File: src/rtl/mci_pkg.sv
// Shared types for the MCI production debug-unlock arbiter: FSM states,
// response status encoding and the level-index width.
package mci_pkg;

  localparam int unsigned MCI_DBG_LVL_IDX_W = 6;

  typedef enum logic [2:0] {
    MCI_DBG_IDLE      = 3'd0,
    MCI_DBG_CHECK     = 3'd1,
    MCI_DBG_WAIT_CORE = 3'd2,
    MCI_DBG_RESP      = 3'd3,
    MCI_DBG_LOCKOUT   = 3'd4
  } mci_dbg_unlock_fsm_e;

  typedef enum logic [2:0] {
    MCI_DBG_RSP_PASS    = 3'd0,
    MCI_DBG_RSP_FAIL    = 3'd1,
    MCI_DBG_RSP_TIMEOUT = 3'd2,
    MCI_DBG_RSP_REJECT  = 3'd3,
    MCI_DBG_RSP_LOCKOUT = 3'd4,
    MCI_DBG_RSP_ABORT   = 3'd5
  } mci_dbg_unlock_status_e;

endpackage

File: src/rtl/mci_rr_arb.sv
// Combinational round-robin picker: first set request at or after the pointer,
// as a one-hot grant plus its index.
module mci_rr_arb #(
  parameter int unsigned NUM_REQ = 2,
  parameter int unsigned PW      = (NUM_REQ > 1) ? $clog2(NUM_REQ) : 1
) (
  input  logic [NUM_REQ-1:0] req_i,
  input  logic [PW-1:0]      ptr_i,
  output logic [NUM_REQ-1:0] gnt_o,
  output logic [PW-1:0]      gnt_idx_o,
  output logic               gnt_vld_o
);

  logic [PW-1:0] idx;

  always_comb begin
    gnt_o     = '0;
    gnt_idx_o = '0;
    gnt_vld_o = 1'b0;
    idx       = '0;
    for (int i = 0; i < NUM_REQ; i++) begin
      idx = PW'((32'(ptr_i) + 32'(i)) % NUM_REQ);
      if (!gnt_vld_o && req_i[idx]) begin
        gnt_o[idx] = 1'b1;
        gnt_idx_o  = idx;
        gnt_vld_o  = 1'b1;
      end
    end
  end

endmodule

File: src/rtl/mci_dbg_unlock_arb.sv
// Production debug-unlock arbiter: round-robin selects one requester, runs the
// Caliptra core level check and latches the granted one-hot unlock level.
module mci_dbg_unlock_arb
  import mci_pkg::*;
#(
  parameter int unsigned NUM_REQ     = 2,
  parameter int unsigned LVL_W       = 64,
  parameter int unsigned TIMEOUT_CYC = 4096,
  parameter int unsigned MAX_FAIL    = 3
) (
  input  logic                                   clk,
  input  logic                                   rst,
  input  logic                                   prod_unlock_allow_i,
  input  logic                                   clear_i,
  input  logic [NUM_REQ-1:0]                     req_valid_i,
  input  logic [NUM_REQ*MCI_DBG_LVL_IDX_W-1:0]   req_level_i,
  output logic [NUM_REQ-1:0]                     req_ack_o,
  output logic [NUM_REQ-1:0]                     rsp_valid_o,
  output logic [2:0]                             rsp_status_o,
  output logic                                   core_req_o,
  output logic [MCI_DBG_LVL_IDX_W-1:0]           core_level_o,
  input  logic                                   core_done_i,
  input  logic                                   core_pass_i,
  output logic [LVL_W-1:0]                       ss_soc_dbg_unlock_level_o,
  output logic                                   busy_o,
  output mci_dbg_unlock_fsm_e                    dbg_state_o
);

  localparam int unsigned PW = (NUM_REQ > 1) ? $clog2(NUM_REQ) : 1;
  localparam int unsigned TW = (TIMEOUT_CYC > 1) ? $clog2(TIMEOUT_CYC) : 1;
  localparam int unsigned FW = (MAX_FAIL > 0) ? $clog2(MAX_FAIL + 1) : 1;
  localparam int unsigned IW = MCI_DBG_LVL_IDX_W;

  localparam logic [TW-1:0]      TMR_LAST = TW'(TIMEOUT_CYC - 1);
  localparam logic [FW-1:0]      FAIL_SAT = FW'(MAX_FAIL);
  localparam logic [PW-1:0]      PTR_LAST = PW'(NUM_REQ - 1);
  localparam logic [LVL_W-1:0]   LVL_ONE  = LVL_W'(1);
  localparam logic [NUM_REQ-1:0] REQ_ONE  = NUM_REQ'(1);

  // Handshakes: a requester holds req_valid_i (and its level) until it sees
  // its req_ack_o pulse; the single rsp_valid_o pulse later carries
  // rsp_status_o. Toward the core, core_req_o/core_level_o stay put until the
  // one-cycle core_done_i, whose core_pass_i is sampled in that same cycle.

  mci_dbg_unlock_fsm_e    state_q;
  mci_dbg_unlock_status_e rsp_status_q;
  logic [PW-1:0]          rr_ptr_q, rr_ptr_d;
  logic [PW-1:0]          owner_q;
  logic [IW-1:0]          lvl_idx_q;
  logic [TW-1:0]          timer_q, timer_d;
  logic [FW-1:0]          fail_cnt_q, fail_cnt_d;
  logic [NUM_REQ-1:0]     req_ack_q;
  logic [NUM_REQ-1:0]     rsp_valid_q;
  logic                   core_req_q;
  logic [LVL_W-1:0]       level_q;

  logic [NUM_REQ-1:0]     gnt;
  logic [PW-1:0]          gnt_idx;
  logic                   gnt_vld;
  logic [IW-1:0]          sel_lvl;
  logic                   lvl_bad;
  logic [NUM_REQ-1:0]     owner_oh;
  logic [LVL_W-1:0]       level_set;

  mci_rr_arb #(
    .NUM_REQ (NUM_REQ),
    .PW      (PW)
  ) u_rr_arb (
    .req_i     (req_valid_i),
    .ptr_i     (rr_ptr_q),
    .gnt_o     (gnt),
    .gnt_idx_o (gnt_idx),
    .gnt_vld_o (gnt_vld)
  );

  always_comb begin
    sel_lvl = '0;
    for (int i = 0; i < NUM_REQ; i++) begin
      if (gnt_idx == PW'(i)) sel_lvl = req_level_i[i*IW +: IW];
    end
  end

  // The 6-bit index can exceed a narrower LVL_W build, so the range check stays.
  assign lvl_bad    = (32'(lvl_idx_q) >= LVL_W);
  assign owner_oh   = REQ_ONE << owner_q;
  assign level_set  = LVL_ONE << lvl_idx_q;
  assign rr_ptr_d   = (owner_q == PTR_LAST) ? '0 : owner_q + PW'(1);
  assign timer_d    = (timer_q == TMR_LAST) ? timer_q : timer_q + TW'(1);
  assign fail_cnt_d = (fail_cnt_q >= FAIL_SAT) ? FAIL_SAT : fail_cnt_q + FW'(1);

  always_ff @(posedge clk or posedge rst) begin
    if (rst) begin
      state_q      <= MCI_DBG_IDLE;
      rsp_status_q <= MCI_DBG_RSP_PASS;
      rr_ptr_q     <= '0;
      owner_q      <= '0;
      lvl_idx_q    <= '0;
      timer_q      <= '0;
      fail_cnt_q   <= '0;
      req_ack_q    <= '0;
      rsp_valid_q  <= '0;
      core_req_q   <= 1'b0;
      level_q      <= '0;
    end else begin
      req_ack_q    <= '0;
      rsp_valid_q  <= '0;
      rsp_status_q <= MCI_DBG_RSP_PASS;
      if (clear_i) level_q <= '0;

      unique case (state_q)
        MCI_DBG_IDLE, MCI_DBG_LOCKOUT: begin
          // Lockout still accepts requests so every requester gets an answer.
          if (gnt_vld) begin
            owner_q   <= gnt_idx;
            lvl_idx_q <= sel_lvl;
            req_ack_q <= gnt;
            state_q   <= MCI_DBG_CHECK;
          end
        end

        MCI_DBG_CHECK: begin
          if (lvl_bad || !prod_unlock_allow_i) begin
            rsp_valid_q  <= owner_oh;
            rsp_status_q <= MCI_DBG_RSP_REJECT;
            state_q      <= MCI_DBG_RESP;
          end else if (fail_cnt_q >= FAIL_SAT) begin
            rsp_valid_q  <= owner_oh;
            rsp_status_q <= MCI_DBG_RSP_LOCKOUT;
            state_q      <= MCI_DBG_RESP;
          end else begin
            core_req_q <= 1'b1;
            timer_q    <= '0;
            state_q    <= MCI_DBG_WAIT_CORE;
          end
        end

        MCI_DBG_WAIT_CORE: begin
          if (clear_i) begin
            core_req_q   <= 1'b0;
            rsp_valid_q  <= owner_oh;
            rsp_status_q <= MCI_DBG_RSP_ABORT;
            state_q      <= MCI_DBG_RESP;
          end else if (core_done_i) begin
            core_req_q  <= 1'b0;
            rsp_valid_q <= owner_oh;
            state_q     <= MCI_DBG_RESP;
            if (core_pass_i) begin
              level_q      <= level_set;
              rsp_status_q <= MCI_DBG_RSP_PASS;
            end else begin
              fail_cnt_q   <= fail_cnt_d;
              rsp_status_q <= MCI_DBG_RSP_FAIL;
            end
          end else if (timer_q == TMR_LAST) begin
            core_req_q   <= 1'b0;
            fail_cnt_q   <= fail_cnt_d;
            rsp_valid_q  <= owner_oh;
            rsp_status_q <= MCI_DBG_RSP_TIMEOUT;
            state_q      <= MCI_DBG_RESP;
          end else begin
            timer_q <= timer_d;
          end
        end

        MCI_DBG_RESP: begin
          rr_ptr_q <= rr_ptr_d;
          if (fail_cnt_q == FAIL_SAT) begin
            level_q <= '0;
            state_q <= MCI_DBG_LOCKOUT;
          end else begin
            state_q <= MCI_DBG_IDLE;
          end
        end

        default: state_q <= MCI_DBG_IDLE;
      endcase
    end
  end

  assign req_ack_o                 = req_ack_q;
  assign rsp_valid_o               = rsp_valid_q;
  assign rsp_status_o              = rsp_status_q;
  assign core_req_o                = core_req_q;
  assign core_level_o              = lvl_idx_q;
  assign ss_soc_dbg_unlock_level_o = level_q;
  assign busy_o                    = (state_q != MCI_DBG_IDLE) && (state_q != MCI_DBG_LOCKOUT);
  assign dbg_state_o               = state_q;

  a_level_onehot0: assert property (@(posedge clk) disable iff (rst) $onehot0(level_q));
  a_ack_onehot0:   assert property (@(posedge clk) disable iff (rst) $onehot0(req_ack_q));
  a_rsp_onehot0:   assert property (@(posedge clk) disable iff (rst) $onehot0(rsp_valid_q));
  a_core_lvl_stable: assert property (@(posedge clk) disable iff (rst)
    (core_req_q && $past(core_req_q)) |-> $stable(lvl_idx_q));

endmodule

File: config.mk
export PLATFORM = sky130hd
export DESIGN_NAME = mci_dbg_unlock_arb
export DESIGN_NICKNAME = d
export VERILOG_FILES = /design/src/rtl/mci_pkg.sv /design/src/rtl/mci_rr_arb.sv /design/src/rtl/mci_dbg_unlock_arb.sv
export SDC_FILE = /design/constraint.sdc
export NUM_CORES = 1
export LEC_CHECK = 0
export CELL_PAD_IN_SITES_DETAIL_PLACEMENT = 2
export CELL_PAD_IN_SITES_GLOBAL_PLACEMENT = 2
export CORE_MARGIN = 2
export CORE_UTILIZATION = 32
export DETAILED_ROUTE_END_ITERATION = 10
export MAX_ROUTING_LAYER = met4
export PLACE_DENSITY = 0.82
export SLEW_MARGIN = 15
export SYNTH_ARGS = -nofsm -noshare
export SYNTH_HDL_FRONTEND = slang
export SYNTH_SLANG_ARGS = --single-unit
File: constraint.sdc
create_clock -name clk -period 3.7 [get_ports clk]
set_clock_uncertainty 0.1 [all_clocks]
set_input_delay 0.74 -clock clk [delete_from_list [all_inputs] [get_ports clk]]
set_output_delay 0.74 -clock clk [all_outputs]
set_load 0.03 [all_outputs]
### Yosys cells after proc, flatten, opt, wreduce, memory -nomap -nowiden

Cells that the tools add are included.

| word-level totals | value |
|---|---|
| flip-flop bits (word level) | 97 |
| bits in latches | 0 |
| RAM bits | 0 |
| memory bits (read-only) | 0 |
| bits of input ports | 20 |
| output and inout port bits | 82 |
| word-level logic and storage cells | 115 |
| memories | 0 |

| operators by class | value |
|---|---|
| add/sub/neg operators | 4 |
| multipliers | 0 |
| div/mod/pow operators | 0 |
| magnitude comparators | 5 |
| equal/unequal tests | 15 |
| shifts and indexed selects | 2 |
| multiplexer cells | 61 |
| bitwise operators | 2 |
| reductions and logical operators | 15 |

Operators with widths:

| cell | number |
|---|---|
| $mux W64 | 5 |
| $pmux W64 S2 | 1 |
| $shl A1 B6 Y64 const A | 1 |
| $mux W12 | 5 |
| $mux W2 | 14 |
| $mux W3 | 9 |
| $pmux W12 S2 | 1 |
| $mux W1 | 19 |
| $ne A2 B2 Y1 const B | 7 |
| $add A12 B1 Y12 const B | 1 |
| $eq A12 B12 Y1 const B | 1 |
| $pmux W3 S4 | 1 |
| $reduce_and A4 Y1 | 2 |
| $eq A3 B2 Y1 const B | 2 |
| $mux W6 | 1 |
| $pmux W3 S2 | 1 |
| $reduce_and A6 Y1 | 1 |
| $logic_and A1 B1 Y1 | 4 |
| $lt A1 B2 Y1 const B | 2 |
| $ne A4 B4 Y1 const B | 1 |
| $pmux W2 S2 | 1 |
| $reduce_and A2 Y1 | 2 |
| $reduce_bool A2 Y1 | 2 |
| $eq A3 B1 Y1 const B | 1 |
| other kinds (16) | 19 |

### Longest topological paths before layout

| depth | value |
|---|---|
| depth after elaboration | 9 |
| depth in mapped cells | 7 |
| mapped depth without buffers | 5 |

### Modules after synthesis

From an unflattened synthesis, not the netlist that was laid out.

| second synthesis, totals | value |
|---|---|
| cell total of the unflattened synthesis | 342 |
| area, all modules | 4071.4 sq um |

By module, submodules not included:

| module | times used | cells each | area an instance (sq um) | seq. area each (sq um) |
|---|---|---|---|---|
| mci_dbg_unlock_arb | 1 | 337 | 4038.9 | 2427.3 |
| mci_rr_arb | 1 | 5 | 32.5 | 0.0 |

### Worst setup path before layout

Ideal clock, no wire load.

| timing path | value |
|---|---|
| path kind | input-to-reg |
| from | input clear_i |
| to | register timer_q[7] |
| setup time | 77 ps |
| data arrival time | 2059 ps |
| data required time | 3523 ps |
| path slack | 1463 ps |
| stages on the path | 5 |
| path buffers | 1 |
| cell sequence | clkbuf_1 nor4b_2 a31oi_1 or4_1 a21oi_1 |

| on the way | value |
|---|---|
| cells in the longest elaborated chain, start to end | 2 |

RTL lines:

| what | line | RTL |
|---|---|---|
| from (decl) | mci_dbg_unlock_arb.sv:14 | `input logic clear_i,` |
| $ne A2 B2 Y1 (no line) | n/a |  |
| $reduce_and A6 Y1 (no line) | n/a |  |
| to (signal assigned) | mci_dbg_unlock_arb.sv:161 | `timer_q <= timer_d;` |
| to (decl) | mci_dbg_unlock_arb.sv:50 | `logic [TW-1:0] timer_q, timer_d;` |

No other way between the ends.
A chain may end at the register's enable or synchronous reset.

### Worst setup path in the final report

| timing path | value |
|---|---|
| from | register state_q[0] (netlist: dbg_state_o[0]) |
| to | output busy_o |

| on the way | value |
|---|---|
| cells in the longest elaborated chain, start to end | 2 |
| elaborated cells between the ends (all ways) | 3 |

RTL lines:

| what | line | RTL |
|---|---|---|
| from (decl) | mci_dbg_unlock_arb.sv:45 | `mci_dbg_unlock_fsm_e state_q;` |
| from (signal assigned) | mci_dbg_unlock_arb.sv:93 | `state_q <= MCI_DBG_IDLE;` |
| from (signal assigned) | mci_dbg_unlock_arb.sv:117 | `state_q <= MCI_DBG_CHECK;` |
| from (signal assigned) | mci_dbg_unlock_arb.sv:125 | `state_q <= MCI_DBG_RESP;` |
| $ne A3 B3 Y1 or $reduce_bool A3 Y1 (tied branches) | mci_dbg_unlock_arb.sv:186 | `assign busy_o = (state_q != MCI_DBG_IDLE) && (state_q != MCI_DBG_LOCKOUT);` |
| $logic_and A1 B1 Y1 * | mci_dbg_unlock_arb.sv:186 |  |
| to (decl) | mci_dbg_unlock_arb.sv:25 | `output logic busy_o,` |

Every way passes the cells marked *; elsewhere a longest branch is shown, timed or not.

==> impl_metrics.toml <==
[synth]
yosys-top-cells-area = "dfrtp_1 57%, o2bb2ai_1 7.2%, nand2_1 3.5%"
syn_area_per_cell_um2 = 11.4
syn-instance-count = 375
syn_area_mm2 = 0.00428
ys_warn_count = 0
synth_top_area_cell = "dfrtp_1"
synth_top_area_share_pct = 56.8
ys_ff_latch = 97
synth_flop_cell = "dfrtp_1"
syn_nets = 396
synthArstFlopShare_pct = 100
ys_seq_area_share_pct = 56.8
synth.distinct_cells = 55
synth_edf_count = 0

[final_layout]
nNetsFinal = 495
fin_util_pct = 43.9
antennaDiodeCount = 0
fillers = 1365
syn_to_final_growth_pct = 34.9
final_layout_size_suffix_gt1_share_pct = 8.14
fin_cells = 655

[worst_setup_path]
worstPathRequired_ps = 2860
critPathMaxFanout = 14
cp-end-kind = "output port"
critPathLaunchType = "flop"
worstSetupPathType = "flop to output port"
cp.arrival_ps = 1980

[power]
ir_drop_mv = 0.232
leakage_nw = 2.38
powerDensity_mw_per_mm2 = 603
power_mw = 3.48

[sta]
fin_ws_ps = 884
fin_crit_sh_pct = 76.1
finalCriticalPeriod_ps = 2820
final-hold-violation-count = 0
final-max-slew-violation-count = 0
worst_pin_slew_ps = 949
fmax_mhz = 355
rsz0062_at_grt = "no"
relSlewSlack_pct = 36.6
finalSetupTns_ps = 0
setup_viol = 0

[worst_hold_path]
hold_class = "flop to flop"

[drt]
first_pass_iters = 4
routed_via_density = 5.47
wl_per_cell_um = 21.9
drcViolationCount = 0
drtIter0Drc = 156
vias = 3581
routed_wl_um = 14400
postRouteAntennaNets = 0

[clock_tree]
post_cts_buffers = 0
htreeDepth = 3
cts_resized = 0
clkLatencyLatePin_ps = 360
cts_tree = "built"
numClockSinks = 97
hold_buffers = 0
cts_root_buffer = "clkbuf_16"
clockBufferDepth = 2
cts_buffers = 9
cts.reportedPaths.clkPinSlew_ps = 70

[placed_design]
dpl.cell_count = 639
portBuffers = 101
gp_congestion = 0.798
hpwl_um = 10500
place_ws_ps = 713

[floorplanning]
initial_core_util_pct = 32.5
core_area_mm2 = 0.0131
core.rowCount = 42
die_h_um = 120
die_w_um = 120
die_area_mm2 = 0.0143
ios = 102

[global_routing]
grt_pass1_wl_um = 23000
grt_antenna_before_repair = 0
grt_max_degree = 70
grt-ovfl-total = 0
grt_pass1_vias = 3914
grt_usage_pct = 21.4

[run]
max_cap_viol_count = 0

[outcome]
outcome = "complete, no violations"
Yosys cell counts, types with 2 or more instances:
library cell,n
dfrtp_1,97
nand2_1,40
o2bb2ai_1,35
nor2_1,18
a32o_1,14
mux2i_1,13
clkbuf_1,10
o21ai_0,10
a21oi_1,9
a22o_1,9
nor3_1,9
and3_1,8
buf_2,8
nand3_1,8
inv_1,7
nor2b_1,7
nand2b_1,5
a22oi_1,4
nand4_1,4
a211o_1,3
a211oi_1,3
and2_1,3
o41ai_1,3
or2_2,3
or4_1,3
a21o_1,2
a32oi_1,2
buf_6,2
nand3b_1,2
nand4b_1,2
nor3b_1,2
nor4_1,2
nor4_2,2
o21ai_1,2
o21bai_1,2
o31ai_1,2
or3b_2,2
cell type report:
class                           count  area (um^2)  share of cell area (%)
Sequential cell                    97         2430                    42.1
Multi-Input combinational cell    249         1720                    29.8
Timing Repair Buffer              110         1090                    18.9
Clock buffer                        9          225                    3.91
Tap cell                          176          220                    3.82
Clock inverter                      7         55.1                   0.955
Inverter                            7         28.8                   0.499
path summary, 6_finish.rpt:
path	cells after the start	startpoint	slack [ps]	to
max	2	dbg_state_o[0]	880	busy_o
max reg2reg	4	dbg_state_o[0]	1180	ss_soc_dbg_unlock_level_o[17]
max in group asynchronous	3	rst	2160	ss_soc_dbg_unlock_level_o[39]
min in group asynchronous	2	rst	630	core_level_o[1]
min reg2reg	1	ss_soc_dbg_unlock_level_o[19]	400	ss_soc_dbg_unlock_level_o[19]
min	1	ss_soc_dbg_unlock_level_o[19]	400	ss_soc_dbg_unlock_level_o[19]
flip-flops by register name, summed over array words and instances, names as in the netlist:
| name | flops |
|---|---|
| timer_q | 12 |
| rsp_status_o | 3 |
| rsp_valid_o | 2 |
| dbg_state_o | 3 |
| ss_soc_dbg_unlock_level_o | 64 |
| fail_cnt_q | 2 |
| core_req_o | 1 |
| core_level_o | 6 |
| req_ack_o | 2 |
| rr_ptr_q | 1 |
| owner_q | 1 |
worst max-delay path: stages (launching register included):
cell	delay, ps
dfrtp_1	570
or2_2	430
clkdlybuf4s50_1	620
cell families after synthesis:
| kind of cell | after synthesis | share of synthesized area (%) |
|---|---|---|
| AOI/OAI and AO/OA | 107 | 20.2 |
| adders and majority gates | 1 | 0.293 |
| muxes | 13 | 3.04 |
| and+or+nand+nor | 128 | 16.5 |
| DFF | 97 | 56.8 |
| buffers and inverters | 29 | 3.22 |
power breakdown:
group	switching, mW	internal [mW]
Clock	0.439	0.461
Combinational	0.781	0.408
Sequential	0.213	1.18
Total	1.43	2.05
per-layer routing:
metal / vias to the layer above / global-route usage [%] / wire, um
li1: 1609 / - / -
met1: 1863 / 27.6 / 6450
met2: 85 / 35.3 / 7190
met3: 24 / 2.57 / 392
met4: 0 / 7.13 / 336
met5: - / - / 0
per-stage QoR:
step           cell area (um^2)  hold WS, ps
6_report                   5770          395
5_1_grt                    5770          414
3_5_place_dp               5490          371
4_1_cts                    5770          392
3_3_place_gp               5490          360
2_1_floorplan              4280          335
placed cells by master (no fill, tap or decap), types with 4 or more instances in the layout:
master,instances
a21oi_1,9
a22o_1,9
a22oi_1,4
a32o_1,14
and3_1,8
buf_4,8
clkbuf_16,9
clkdlybuf4s50_1,101
dfrtp_1,97
inv_1,6
mux2i_1,13
nand2_1,40
nand2b_1,5
nand3_1,8
nand4_1,4
nor2_1,18
nor2b_1,6
nor3_1,9
o21ai_0,10
o2bb2ai_1,35
Note: power is estimated with default switching activity, not from simulation.
